<file path="src/rtl/rr_slice_pkg.sv">
// Shared widths, state type and output beat layout for the round-robin slice arbiter.
package rr_slice_pkg;

  localparam int DEF_ID_WIDTH   = 3;
  localparam int DEF_ADDR_WIDTH = 32;
  localparam int DEF_DATA_WIDTH = 32;
  localparam int TOTAL_WIDTH    = DEF_ID_WIDTH + DEF_ADDR_WIDTH + DEF_DATA_WIDTH;

  typedef enum logic {
    IDLE,
    LOCKED
  } arb_state_e;

  typedef struct packed {
    logic [DEF_ID_WIDTH-1:0]   id;
    logic [DEF_ADDR_WIDTH-1:0] addr;
    logic [DEF_DATA_WIDTH-1:0] data;
  } beat_t;

  // Next requester index in round-robin order, wrapping n-1 back to 0.
  function automatic int unsigned rr_next(input int unsigned idx, input int unsigned n);
    return (idx + 1 >= n) ? 0 : idx + 1;
  endfunction

endpackage

</file>
<file path="src/rtl/rr_prio_pick.sv">
// Combinational round-robin search: first asserted request at or after 'start', wrapping.
module rr_prio_pick #(
  parameter int NUM_REQ = 4,
  parameter int IDX_W   = 3
) (
  input  logic [NUM_REQ-1:0] req,
  input  logic [IDX_W-1:0]   start,
  output logic [NUM_REQ-1:0] grant,
  output logic [IDX_W-1:0]   idx,
  output logic               found
);

  // Offset k visits requester (start + k) mod NUM_REQ; the first hit wins.
  always_comb begin
    grant = '0;
    idx   = '0;
    found = 1'b0;
    for (int k = 0; k < NUM_REQ; k++) begin
      for (int j = 0; j < NUM_REQ; j++) begin
        if (!found && req[j] &&
            ((int'(start) + k == j) || (int'(start) + k == j + NUM_REQ))) begin
          found    = 1'b1;
          grant[j] = 1'b1;
          idx      = IDX_W'(j);
        end
      end
    end
  end

endmodule

</file>
<file path="src/rtl/rr_slice_arbiter.sv">
// Round-robin, burst-locking arbiter feeding a one-entry registered output stage
// that tags each beat with the winning requester index.
module rr_slice_arbiter
  import rr_slice_pkg::*;
#(
  parameter int NUM_REQ     = 4,
  parameter int ID_WIDTH    = DEF_ID_WIDTH,
  parameter int ADDR_WIDTH  = DEF_ADDR_WIDTH,
  parameter int DATA_WIDTH  = DEF_DATA_WIDTH,
  parameter int GRANT_BURST = 1
) (
  input  logic                                      clk,
  input  logic                                      rst,
  input  logic [NUM_REQ-1:0]                        s_valid,
  output logic [NUM_REQ-1:0]                        s_ready,
  input  logic [NUM_REQ*(ADDR_WIDTH+DATA_WIDTH)-1:0] s_payload,
  output logic                                      d_valid,
  input  logic                                      d_ready,
  output logic [ID_WIDTH+ADDR_WIDTH+DATA_WIDTH-1:0] d_payload
);

  localparam int BEAT_W = ADDR_WIDTH + DATA_WIDTH;
  localparam int OUT_W  = ID_WIDTH + BEAT_W;
  localparam int CNT_W  = $clog2(GRANT_BURST + 1);
  localparam logic [CNT_W-1:0] BURST_LAST = CNT_W'(GRANT_BURST);

  arb_state_e         state_q, state_d;
  logic [ID_WIDTH-1:0] ptr_q, ptr_d;
  logic [ID_WIDTH-1:0] owner_q, owner_d;
  logic [CNT_W-1:0]    burst_cnt_q, burst_cnt_d;
  logic                d_valid_q, d_valid_d;
  logic [OUT_W-1:0]    d_payload_q, d_payload_d;

  logic                load_en;
  logic                accept;
  logic                found;
  logic                owner_valid;
  logic [NUM_REQ-1:0]  grant;
  logic [ID_WIDTH-1:0] win_idx;
  logic [ID_WIDTH-1:0] win_next;
  logic [ID_WIDTH-1:0] owner_next;
  logic [ID_WIDTH-1:0] search_start;
  logic [BEAT_W-1:0]   win_beat;
  logic [CNT_W-1:0]    burst_inc;

  // A locked owner keeps priority while valid; once it drops, the search
  // restarts just past it in the same cycle so no bubble is inserted.
  always_comb begin
    owner_valid = 1'b0;
    for (int i = 0; i < NUM_REQ; i++) begin
      if (owner_q == ID_WIDTH'(i)) owner_valid = s_valid[i];
    end
    owner_next = ID_WIDTH'(rr_next(32'(owner_q), NUM_REQ));
    if (state_q == IDLE) search_start = ptr_q;
    else if (owner_valid) search_start = owner_q;
    else search_start = owner_next;
  end

  rr_prio_pick #(
    .NUM_REQ (NUM_REQ),
    .IDX_W   (ID_WIDTH)
  ) u_pick (
    .req   (s_valid),
    .start (search_start),
    .grant (grant),
    .idx   (win_idx),
    .found (found)
  );

  always_comb begin
    win_beat = '0;
    for (int j = 0; j < NUM_REQ; j++) begin
      if (grant[j]) win_beat = s_payload[j*BEAT_W +: BEAT_W];
    end
  end

  assign load_en   = !d_valid_q || d_ready;
  assign accept    = load_en && found;
  assign s_ready   = grant & {NUM_REQ{load_en && !rst}};
  assign win_next  = ID_WIDTH'(rr_next(32'(win_idx), NUM_REQ));
  assign burst_inc = burst_cnt_q + 1'b1;

  // Everything advances only when the output stage can take a new beat.
  always_comb begin
    state_d     = state_q;
    ptr_d       = ptr_q;
    owner_d     = owner_q;
    burst_cnt_d = burst_cnt_q;
    d_valid_d   = d_valid_q;
    d_payload_d = d_payload_q;
    if (load_en) begin
      d_valid_d = accept;
      if (accept) d_payload_d = {win_idx, win_beat};
      unique case (state_q)
        IDLE: begin
          if (accept) begin
            if (GRANT_BURST > 1) begin
              state_d     = LOCKED;
              owner_d     = win_idx;
              burst_cnt_d = CNT_W'(1);
            end else begin
              ptr_d = win_next;
            end
          end
        end
        LOCKED: begin
          if (accept && (win_idx == owner_q)) begin
            if (burst_inc == BURST_LAST) begin
              state_d     = IDLE;
              ptr_d       = owner_next;
              burst_cnt_d = '0;
            end else begin
              burst_cnt_d = burst_inc;
            end
          end else if (accept) begin
            owner_d     = win_idx;
            burst_cnt_d = CNT_W'(1);
          end else begin
            state_d     = IDLE;
            ptr_d       = owner_next;
            burst_cnt_d = '0;
          end
        end
        default: state_d = IDLE;
      endcase
    end
  end

  always_ff @(posedge clk or posedge rst) begin
    if (rst) begin
      state_q     <= IDLE;
      ptr_q       <= '0;
      owner_q     <= '0;
      burst_cnt_q <= '0;
      d_valid_q   <= 1'b0;
      d_payload_q <= '0;
    end else begin
      state_q     <= state_d;
      ptr_q       <= ptr_d;
      owner_q     <= owner_d;
      burst_cnt_q <= burst_cnt_d;
      d_valid_q   <= d_valid_d;
      d_payload_q <= d_payload_d;
    end
  end

  assign d_valid   = d_valid_q;
  assign d_payload = d_payload_q;

  a_ready_onehot: assert property (@(posedge clk) disable iff (rst) $onehot0(s_ready));
  a_output_hold: assert property (@(posedge clk) disable iff (rst)
    (d_valid && !d_ready) |=> (d_valid && $stable(d_payload)));

endmodule

</file>
<file path="config.mk">
export PLATFORM = sky130hd
export DESIGN_NAME = rr_slice_arbiter
export DESIGN_NICKNAME = d
export VERILOG_FILES = /design/src/rtl/rr_slice_pkg.sv /design/src/rtl/rr_prio_pick.sv /design/src/rtl/rr_slice_arbiter.sv
export SDC_FILE = /design/constraint.sdc
export NUM_CORES = 1
export LEC_CHECK = 0
export CAP_MARGIN = 20
export CORE_AREA = 2 2 130 132
export DETAILED_ROUTE_END_ITERATION = 6
export DIE_AREA = 0 0 132 134
export HOLD_SLACK_MARGIN = 0.08
export PLACE_DENSITY = 0.74
export SYNTH_ARGS = -nofsm -noshare
export SYNTH_HDL_FRONTEND = slang
export SYNTH_SLANG_ARGS = --single-unit
</file>
<file path="constraint.sdc">
create_clock -name clk -period 4.35 [get_ports clk]
set_input_delay 0.6525 -clock clk [delete_from_list [all_inputs] [get_ports clk]]
set_output_delay 0.6525 -clock clk [all_outputs]
set_load 0.02 [all_outputs]
</file>
# After elaboration in Yosys (flattened, before gate mapping)
# Cells that the tools add are included.
op_classes:
  eq_ne: 35
  bitwise_logic: 3
  n_addsub: 6
  n_reduce_logical: 77
  n_mux: 68
  magnitude_cmp: 2
op_table:
  columns: ["op", "n"]
  rows:
  - ["== test 32 x 4 -> 1 bit, second input constant", 12]
  - ["two-way mux 64 bit", 4]
  - ["== test 32 x 3 -> 1 bit, second input constant", 6]
  - ["zero test 32 bit", 4]
  - ["== test 32 x 2 -> 1 bit, second input constant", 3]
  - ["two-way mux 1 bit", 41]
  - ["logical AND 1 bit", 34]
  - ["two-way mux 2 bit", 14]
  - ["two-way mux 3 bit", 8]
  - ["zero test 1 bit", 17]
  - ["logical OR 1 bit", 17]
  - ["== test 3 x 2 -> 1 bit, second input constant", 4]
  - ["== test 3 bit, second input constant", 4]
  - ["adder 3 x 1 -> 4 bit, second input constant", 2]
  - ["adder 3 x 2 -> 4 bit, second input constant", 2]
  - ["greater-or-equal comparator 4 x 3 -> 1 bit, second input constant", 2]
  - ["AND reduction 4 bit", 2]
  - ["== test 3 x 1 -> 1 bit, second input constant", 2]
  - ["one-hot mux 3 bit (2 select lines)", 1]
  - ["bitwise AND 4 bit", 1]
  - ["AND reduction 2 bit", 2]
  - ["adder 2 x 1 -> 3 bit, second input constant", 1]
  - ["== test 3 bit", 1]
  - ["zero test 3 bit", 1]
  - ["5 further kinds", 6]
word_totals:
  ff_bits: 76
  out_inout_bits: 72
  wordCells: 197

# Depth between registers and ports, before layout
logic_depth:
  word_depth: 76
  ltp_mapped: 14
  ltp_nobuf: 11

# Hierarchy
# From an unflattened synthesis, not the netlist that was laid out.
hier_totals:
  cells_unflattened: 627
  area_unflattened_um2: 5287.6
by_module_without_submodules:
  columns: ["mod", "area_per_inst_um2", "cells_per_inst", "seq_area_each_um2", "n_inst"]
  rows:
  - ["rr_slice_arbiter", 5028.6, 586, 1901.8, 1]
  - ["rr_prio_pick", 259.0, 41, 0.0, 1]

# Worst setup path before layout
# OpenSTA, ideal clock, no wires.
synth_path:
  kind: "register -> output"
  start: "register owner_q[0]"
  end: "output port s_ready[3]"
  arrival_time_ns: 2.984
  slack_ns: 0.713
  n_path_buf: 3
  stages_incl_launch_ff: 12
  required_time_ns: 3.697
  path_cell_list: "dfrtp_1 buf_2 inv_1 ha_1 a211oi_1 a2111oi_1 a211oi_2 and3_1 o2bb2ai_1 clkbuf_1 clkbuf_1 and3_1"
synth_between:
  elab_chain_len: 72
  elab_cells_between_ends: 130
  cone_classes: "add/sub (4); order compare (1); eq/ne (31); mux (26); bitwise (1); reduce/logical (67)"
synth_lines:
  columns: ["item", "line", "rtl"]
  rows:
  - ["start, declared", "rr_slice_arbiter.sv:29", "logic [ID_WIDTH-1:0] owner_q, owner_d;"]
  - ["start signal, assigned", "rr_slice_arbiter.sv:140", "owner_q <= owner_d;"]
  - ["parallel branches: the longest is 5 deep, another holds adder 3 x 1 -> 4 bit", null, null]
  - ["two-way mux 3 bit *", "rr_slice_arbiter.sv:55", "else if (owner_valid) search_start = owner_q;"]
  - ["two-way mux 3 bit *", "rr_slice_arbiter.sv:54", "if (state_q == IDLE) search_start = ptr_q;"]
  - ["zero test 32 bit or == test 3 bit (tied branches)", "rr_prio_pick.sv:21", "((int'(start) + k == j) || (int'(start) + k == j + NUM_REQ))) begin"]
  - ["logical OR 1 bit", "rr_prio_pick.sv:21", null]
  - ["logical AND 1 bit", "rr_prio_pick.sv:20", "if (!found && req[j] &&"]
  - ["two-way mux 1 bit", "rr_prio_pick.sv:20", null]
  - ["zero test 1 bit", "rr_prio_pick.sv:20", null]
  - ["[50 not listed]", null, null]
  - ["two-way mux 1 bit", "rr_prio_pick.sv:20", null]
  - ["zero test 1 bit", "rr_prio_pick.sv:20", null]
  - ["logical AND 1 bit (2 in series)", "rr_prio_pick.sv:20", null]
  - ["two-way mux 1 bit", "rr_prio_pick.sv:20", null]
  - ["zero test 1 bit", "rr_prio_pick.sv:20", null]
  - ["logical AND 1 bit (2 in series)", "rr_prio_pick.sv:20", null]
  - ["two-way mux 1 bit *", "rr_prio_pick.sv:20", null]
  - ["bitwise AND 4 bit *", "rr_slice_arbiter.sv:79", "assign s_ready = grant & {NUM_REQ{load_en && !rst}};"]
  - ["end, declared", "rr_slice_arbiter.sv:15", "output logic [NUM_REQ-1:0] s_ready,"]
# Every way passes the cells marked *.

# Final worst setup path
layout_path:
  start: "input port s_valid[0]"
  end: "output port s_ready[2]"
layout_between:
  elab_chain_len: 67
  elab_cells_between_ends: 116
  cone_classes: "add/sub (3); eq/ne (26); mux (24); bitwise (1); reduce/logical (62)"
layout_lines:
  columns: ["item", "line", "rtl"]
  rows:
  - ["start, declared", "rr_slice_arbiter.sv:14", "input logic [NUM_REQ-1:0] s_valid,"]
  - ["two-way mux 1 bit (4 in series)", "rr_slice_arbiter.sv:51", "if (owner_q == ID_WIDTH'(i)) owner_valid = s_valid[i];"]
  - ["two-way mux 3 bit", "rr_slice_arbiter.sv:55", null]
  - ["two-way mux 3 bit", "rr_slice_arbiter.sv:54", null]
  - ["zero test 32 bit or == test 3 bit (tied branches)", "rr_prio_pick.sv:21", null]
  - ["logical OR 1 bit", "rr_prio_pick.sv:21", null]
  - ["logical AND 1 bit", "rr_prio_pick.sv:20", null]
  - ["two-way mux 1 bit", "rr_prio_pick.sv:20", null]
  - ["zero test 1 bit", "rr_prio_pick.sv:20", null]
  - ["[46 not listed]", null, null]
  - ["two-way mux 1 bit", "rr_prio_pick.sv:20", null]
  - ["zero test 1 bit", "rr_prio_pick.sv:20", null]
  - ["logical AND 1 bit (2 in series)", "rr_prio_pick.sv:20", null]
  - ["two-way mux 1 bit", "rr_prio_pick.sv:20", null]
  - ["zero test 1 bit", "rr_prio_pick.sv:20", null]
  - ["logical AND 1 bit (2 in series)", "rr_prio_pick.sv:20", null]
  - ["two-way mux 1 bit *", "rr_prio_pick.sv:20", null]
  - ["bitwise AND 4 bit *", "rr_slice_arbiter.sv:79", null]
# Mark *: on every way between the ends. The rest lies on a longest branch, timed or not.

==> qor.txt <==
FF+latch count, synth -> 74
largest family of logic cells by synthesized area -> compound AO/OA/AOI/OAI gates
crit start category -> input port
PortBufs -> 333
layout cells sized above 1 -> 5.73%
Cell Chain, Critical Path -> clkdlybuf4s50_1 -> nand3b_1 -> a211o_1 -> a221oi_1 -> nand3_1 -> a211oi_4 -> and3_1 -> clkdlybuf4s50_1
hold path endpoint -> ptr_q[2]
GP Congestion -> 0.851
Worst Path Required -> 3.70 ns
Clk network pwr share -> 18.4%
net switching share of the total power -> 39.9%
reg-to-reg startpoint -> owner_q[1]
Site Rows -> 47
setup TNS -> 0 ns
share of the synthesized area in the top cell type -> 43.4%
Sequential cell area -> 1850 µm²
Synth area leaders -> dfrtp_1 (43%), a222oi_1 (15%), a31oi_1 (9.8%), nand2_1 (6.6%), nor2_1 (6.6%)
number of synthesis warnings -> 0
Setup Viol. Count Final -> 0
Area Overhead vs Synth -> 93.0%
worst reg2reg endpoint -> ptr_q[0]
sequential fraction of the synthesis area -> 43.4%
worst hold slack -> 0.489 ns
multiplexer area fraction after synthesis -> 0.469%
CP bufs+invs -> 2
f_max -> 245 MHz
hold buffers post-CTS -> 0
Post-Synth XOR/XNOR Area -> 0.205%
DR vias/cell -> 5.25
Tmin final -> 4.08 ns
Chip Height -> 134 µm
sw power -> 1.85 mW
I/O pins -> 335
cell family with most CP delay -> buffers and inverters
adder-cell share of the synthesized area -> 1.17%
ANT cells -> 0
busiest grt layer -> met2
Power Dens Cells -> 563 nW/µm²
status -> finished clean
FF-to-FF path depth -> 12
Die W -> 132 µm
Worst-Skew Late Latency -> 0.33 ns
post-synth cell types -> 54
Logic pwr share -> 55.8%
CTS Buffer Depth -> 2
final hold violations -> 0
global-route wire length before repair -> 29000 µm
crit-path most repeated cell -> clkdlybuf4s50_1
CTS tree -> yes
sequential power share -> 25.8%
met2 usage -> 35.9%
grt ovf -> 0
post-route ant nets -> 0
Max-slew headroom -> 34.4%
Syn Nets -> 751
core area -> 16300 µm²
TritonCTS Buffers -> 9
placed inst area -> 7900 µm²
max cap viols -> 0
IR drop worst, VDD -> 0.000271 V
Worst Tran Pin Value -> 0.982 ns
total number of vias -> 5371
Total GRT Usage -> 20.9%
arrival time at the worst endpoint -> 3.43 ns
Fill cells -> 1555
simple-gate share of the synthesized area -> 18.2%
period utilization -> 93.8%
final instance area -> 8230 µm²
1st-pass router iterations -> 7
most common cell after layout, fill and taps aside -> clkdlybuf4s50_1
Hold Path Class -> reg2reg
clock skew -> 0.00617 ns
met1 Usage GRT -> 24.6%
CP max stage cell -> clkdlybuf4s50_1
worst-path fanout max -> 5
crit-path max cell delay -> 0.61 ns
DIE AREA -> 17700 µm²
Final Slew Violations -> 0
r2r setup slk -> 0.57 ns
CP Class -> in2out
setup bufs post-CTS -> 0
mean post-synth cell area -> 8.81 µm²
WHS Path Cells -> 1
Async S/R FF share, synth -> 100%
compound-cell area share of the yosys netlist -> 31.2%
unrepaired setup endpoints after global routing -> false
htree depth -> 3
Netlist Area Pre-Place -> 4270 µm²
drt total wl -> 19100 µm
min-delay src -> ptr_q[2]
largest net degree at the start of global routing -> 78
leakage power -> 3.13 nW
Initial Utilization -> 26.2%
Post-synth EDFFs -> 0
met3 Use GR -> 6.35%
cell taking the most area after synthesis -> dfrtp_1
routed len/inst -> 18.6 µm
Power Internal -> 2.78 mW
# resized after CTS -> 0
cell count after synthesis -> 484
area of the multi-input gates -> 2250 µm²
Clock Tree Root -> clkbuf_16
fin nets -> 1066
Residual DRC -> 0
Synth Flop Type -> dfrtp_1
Iter 0 DRT Violations -> 447
number of global-route vias before repair -> 5273
total number of clock tree sinks -> 74
clock transition at the registers of the reported paths -> 0.06 ns
initial antenna violation count -> 0
commonest cells after routing, fill and taps aside -> clkdlybuf4s50_1 (333), nand2_1 (75), dfrtp_1 (74), nor2_1 (73), a31oi_1 (67)
DP Wirelength -> 14800 µm
CP endpoint kind -> primary output
[final cells by class]
type / count / area share, %
Timing Repair Buffer: 352 / 42.5
Multi-Input combinational cell: 356 / 27.3
Sequential cell: 74 / 22.5
Tap cell: 220 / 3.34
Clock buffer: 10 / 2.78
Clock inverter: 5 / 1.26
Inverter: 6 / 0.289
[kinds of logic (layout without fill, tap and decap cells)]
family,Yosys count,in the layout
and+or+nand+nor,182,182
other,1,1
adders and majority gates,4,4
buffers and inverters,54,373
AOI/OAI and AO/OA,166,166
muxes,2,2
xor gates and xnor gates,1,1
DFF,74,74
[state kept, by name (all words and copies together), names as in the netlist]
name         count
state_q          1
d_valid          1
ptr_q            3
d_payload       66
burst_cnt_q      1
owner_q          2
[metrics by stage]
stage / setup slack, ns / std cells / power [mW] / util [%]
after floorplan: 0.713 / 484 / 2.51 / -
after global placement: 0.351 / 1008 / 3.76 / 48.5
after detailed placement: 0.227 / 1008 / 3.80 / 48.5
after CTS: 0.249 / 1023 / 4.68 / 50.5
after global routing: 0.0141 / 1023 / 4.91 / 50.5
final: 0.269 / 1023 / 4.63 / 50.5
[per-layer routing]
| layer | wire length [µm] | part of all wire (%) | vias to the layer above |
|---|---|---|---|
| li1 | - | - | 2516 |
| met2 | 9430 | 49 | 294 |
| met3 | 1860 | 9.7 | 28 |
| met1 | 7340 | 38 | 2533 |
| met4 | 454 | 2.4 | 0 |
| met5 | 0 | 0 | - |
[worst max-delay path by stage]
stage,startpoint,to,slack [ns],cells past startpoint
after global routing,owner_q[1],s_ready[0],0.01,10
after floorplan,owner_q[0],s_ready[3],0.71,11
after CTS,owner_q[1],s_ready[2],0.25,9
final,s_valid[0],s_ready[2],0.27,8
after detailed placement,s_valid[0],ptr_q[0],0.23,11
after global placement,s_valid[0],ptr_q[0],0.35,11
[worst reg2reg max path, cell delays in order, from the launching register on]
cell,delay [ns]
dfrtp_1,0.42
inv_1,0.14
ha_1,0.25
nand3b_1,0.22
a211o_1,0.31
a221oi_1,0.41
nand3_1,0.22
a211oi_4,0.31
buf_4,0.40
xnor2_1,0.20
o32ai_1,0.14
or2_2,0.32
a221o_1,0.32
[power by group through the flow]
stage	Sequential (mW)	Combinational [mW]	Clock, mW
2_1_floorplan	1.58	0.935	0
3_3_place_gp	1.19	2.57	0
3_5_place_dp	1.21	2.60	0
4_1_cts	1.20	2.60	0.878
5_1_grt	1.24	2.77	0.900
6_report	1.19	2.58	0.853
[cells in the mapped netlist (all sizes together), types with 3 or more instances]
cell type   n
a211oi      5
a21oi       9
a222oi     64
a31oi      67
and3        6
buf        15
clkbuf     33
dfrtp      74
ha          4
inv         6
nand2      75
nor2       75
nor2b       6
nor3        3
o21ai       3
No activity file was read; power rests on OpenSTA's default activity.
==> RTL edit: new RTL, same settings <==
The package constant `DEF_ID_WIDTH` goes from 3 to 6.
--- a/src/rtl/rr_slice_pkg.sv
+++ b/src/rtl/rr_slice_pkg.sv
@@ -2,5 +2,5 @@
 package rr_slice_pkg;
 
-  localparam int DEF_ID_WIDTH   = 3;
+  localparam int DEF_ID_WIDTH   = 6;
   localparam int DEF_ADDR_WIDTH = 32;
   localparam int DEF_DATA_WIDTH = 32;
Interface: changed (resized d_payload); port bits go from 335 to 338. No check against the original RTL was run, so the function may have changed too.
==> RTL edit against the original RTL <==
Global-route usage up 1.4 points. Routed wire length up 2.3%. Total power up 7.8%. Synthesized area up 5.9%. Non-clock buffer count unchanged. Critical path type is now flip-flop to primary output. The flow now finishes with violations (design-rule violations). Sequential cell count unchanged. Setup slack worse by 110 ps. Cell area up 2.6%. Utilization up 1.3 points.
==> RTL edit: results (changes against the original RTL) <==
[sta]
fin_crit_ps=4190  ; +108 ps
skew_ps=8.72  ; +2.56 ps
fin_hold_ws_ps=550  ; +61.2 ps
worstMarginPinSlew_ps=923  ; -59.3 ps

[detailed_routing]
num_vias=5545  ; +3.2%
drtIter0Drc=509  ; +14%
wl_met3_um=1450  ; -22%
wl_met1_um=8010  ; +9.2%
drt-total-wl_um=19500  ; +2.3%
drc=2  ; +2
met2_length_um=9730  ; +3.2%

[critical_path]
cp_max_fo=10  ; +5
r2r_end=ptr_q[1]
critical_path.top_delay_family=compound AO/OA/AOI/OAI gates
arrival_ps=3540  ; +110 ps
crit_path_max_incr_delay_ps=550  ; -60 ps

[synthesis]
synth.area.mux_share_pct=1.30  ; +0.83 points
synth-seq-area-share_pct=41.0  ; -2.4 points
synth-xor-area-share_pct=0  ; -0.21 points
synth.top_cells.by_area=dfrtp_1, a222oi_1, a31oi_1
ys_types=57  ; +5.6%
synthAdderAreaFrac_pct=1.39  ; +0.21 points

[min_path]
hp-start=d_payload[47]
hold_end=d_payload[47]

[run_status]
failed_checks=design-rule violations
status=finished with violations

[power]
p_clk_mw=0.813  ; -4.7%
p_sw_mw=2.12  ; +15%

[final_layout]
final_layout_size_suffix_gt1_share_pct=6.81  ; +1.1 points

[global_route]
grt_max_degree=81  ; +3.8%
use_met1_pct=28.0  ; +3.4 points
met2_usage_pct=37.6  ; +1.6 points
use_met3_pct=5.78  ; -0.57 points
grtUsageTotal_pct=22.3  ; +1.4 points
grt_pass1_vias=5614  ; +6.5%

[place]
dpl_worst_slack_ps=131  ; -96.2 ps
dpl.hpwl_um=14900  ; +0.55%
gp_congestion=0.843  ; -0.88%
place_area_um2=8100  ; +2.6%

[cts]
postCtsResizedCells=1  ; +1

-- RTL edit: cell types whose count changed in the layout (fill, tap and decap cells not counted), sizes merged, moves of 4 or more --
cell	unedited run	this run
o21ai	3	9
nor3	3	9
nor2	75	79
inv	5	11
-- RTL edit: worst max path at each step --
stage	end	depth (start not counted)
after floorplan	s_ready[0]	12
after global placement	s_ready[0]	10
after detailed placement	s_ready[0]	10
after CTS	s_ready[0]	11
after global routing	s_ready[3]	10
final	s_ready[3]	10
-- RTL edit: cell type report --
cell class                 count  area [µm²]
fill                        1534        7850
timing repair buffer         352        3480
multi-input combinational    383        2460
sequential                    74        1850
tap                          220         275
clock buffer                  11         243
clock inverter                 5        77.6
inverter                      12        46.3
-- RTL edit: stage by stage --
stage          power (mW)  instances
2_1_floorplan        2.85        521
3_3_place_gp         4.16       1041
3_5_place_dp         4.20       1041
4_1_cts              5.04       1057
5_1_grt              5.35       1057
6_report             4.99       1057
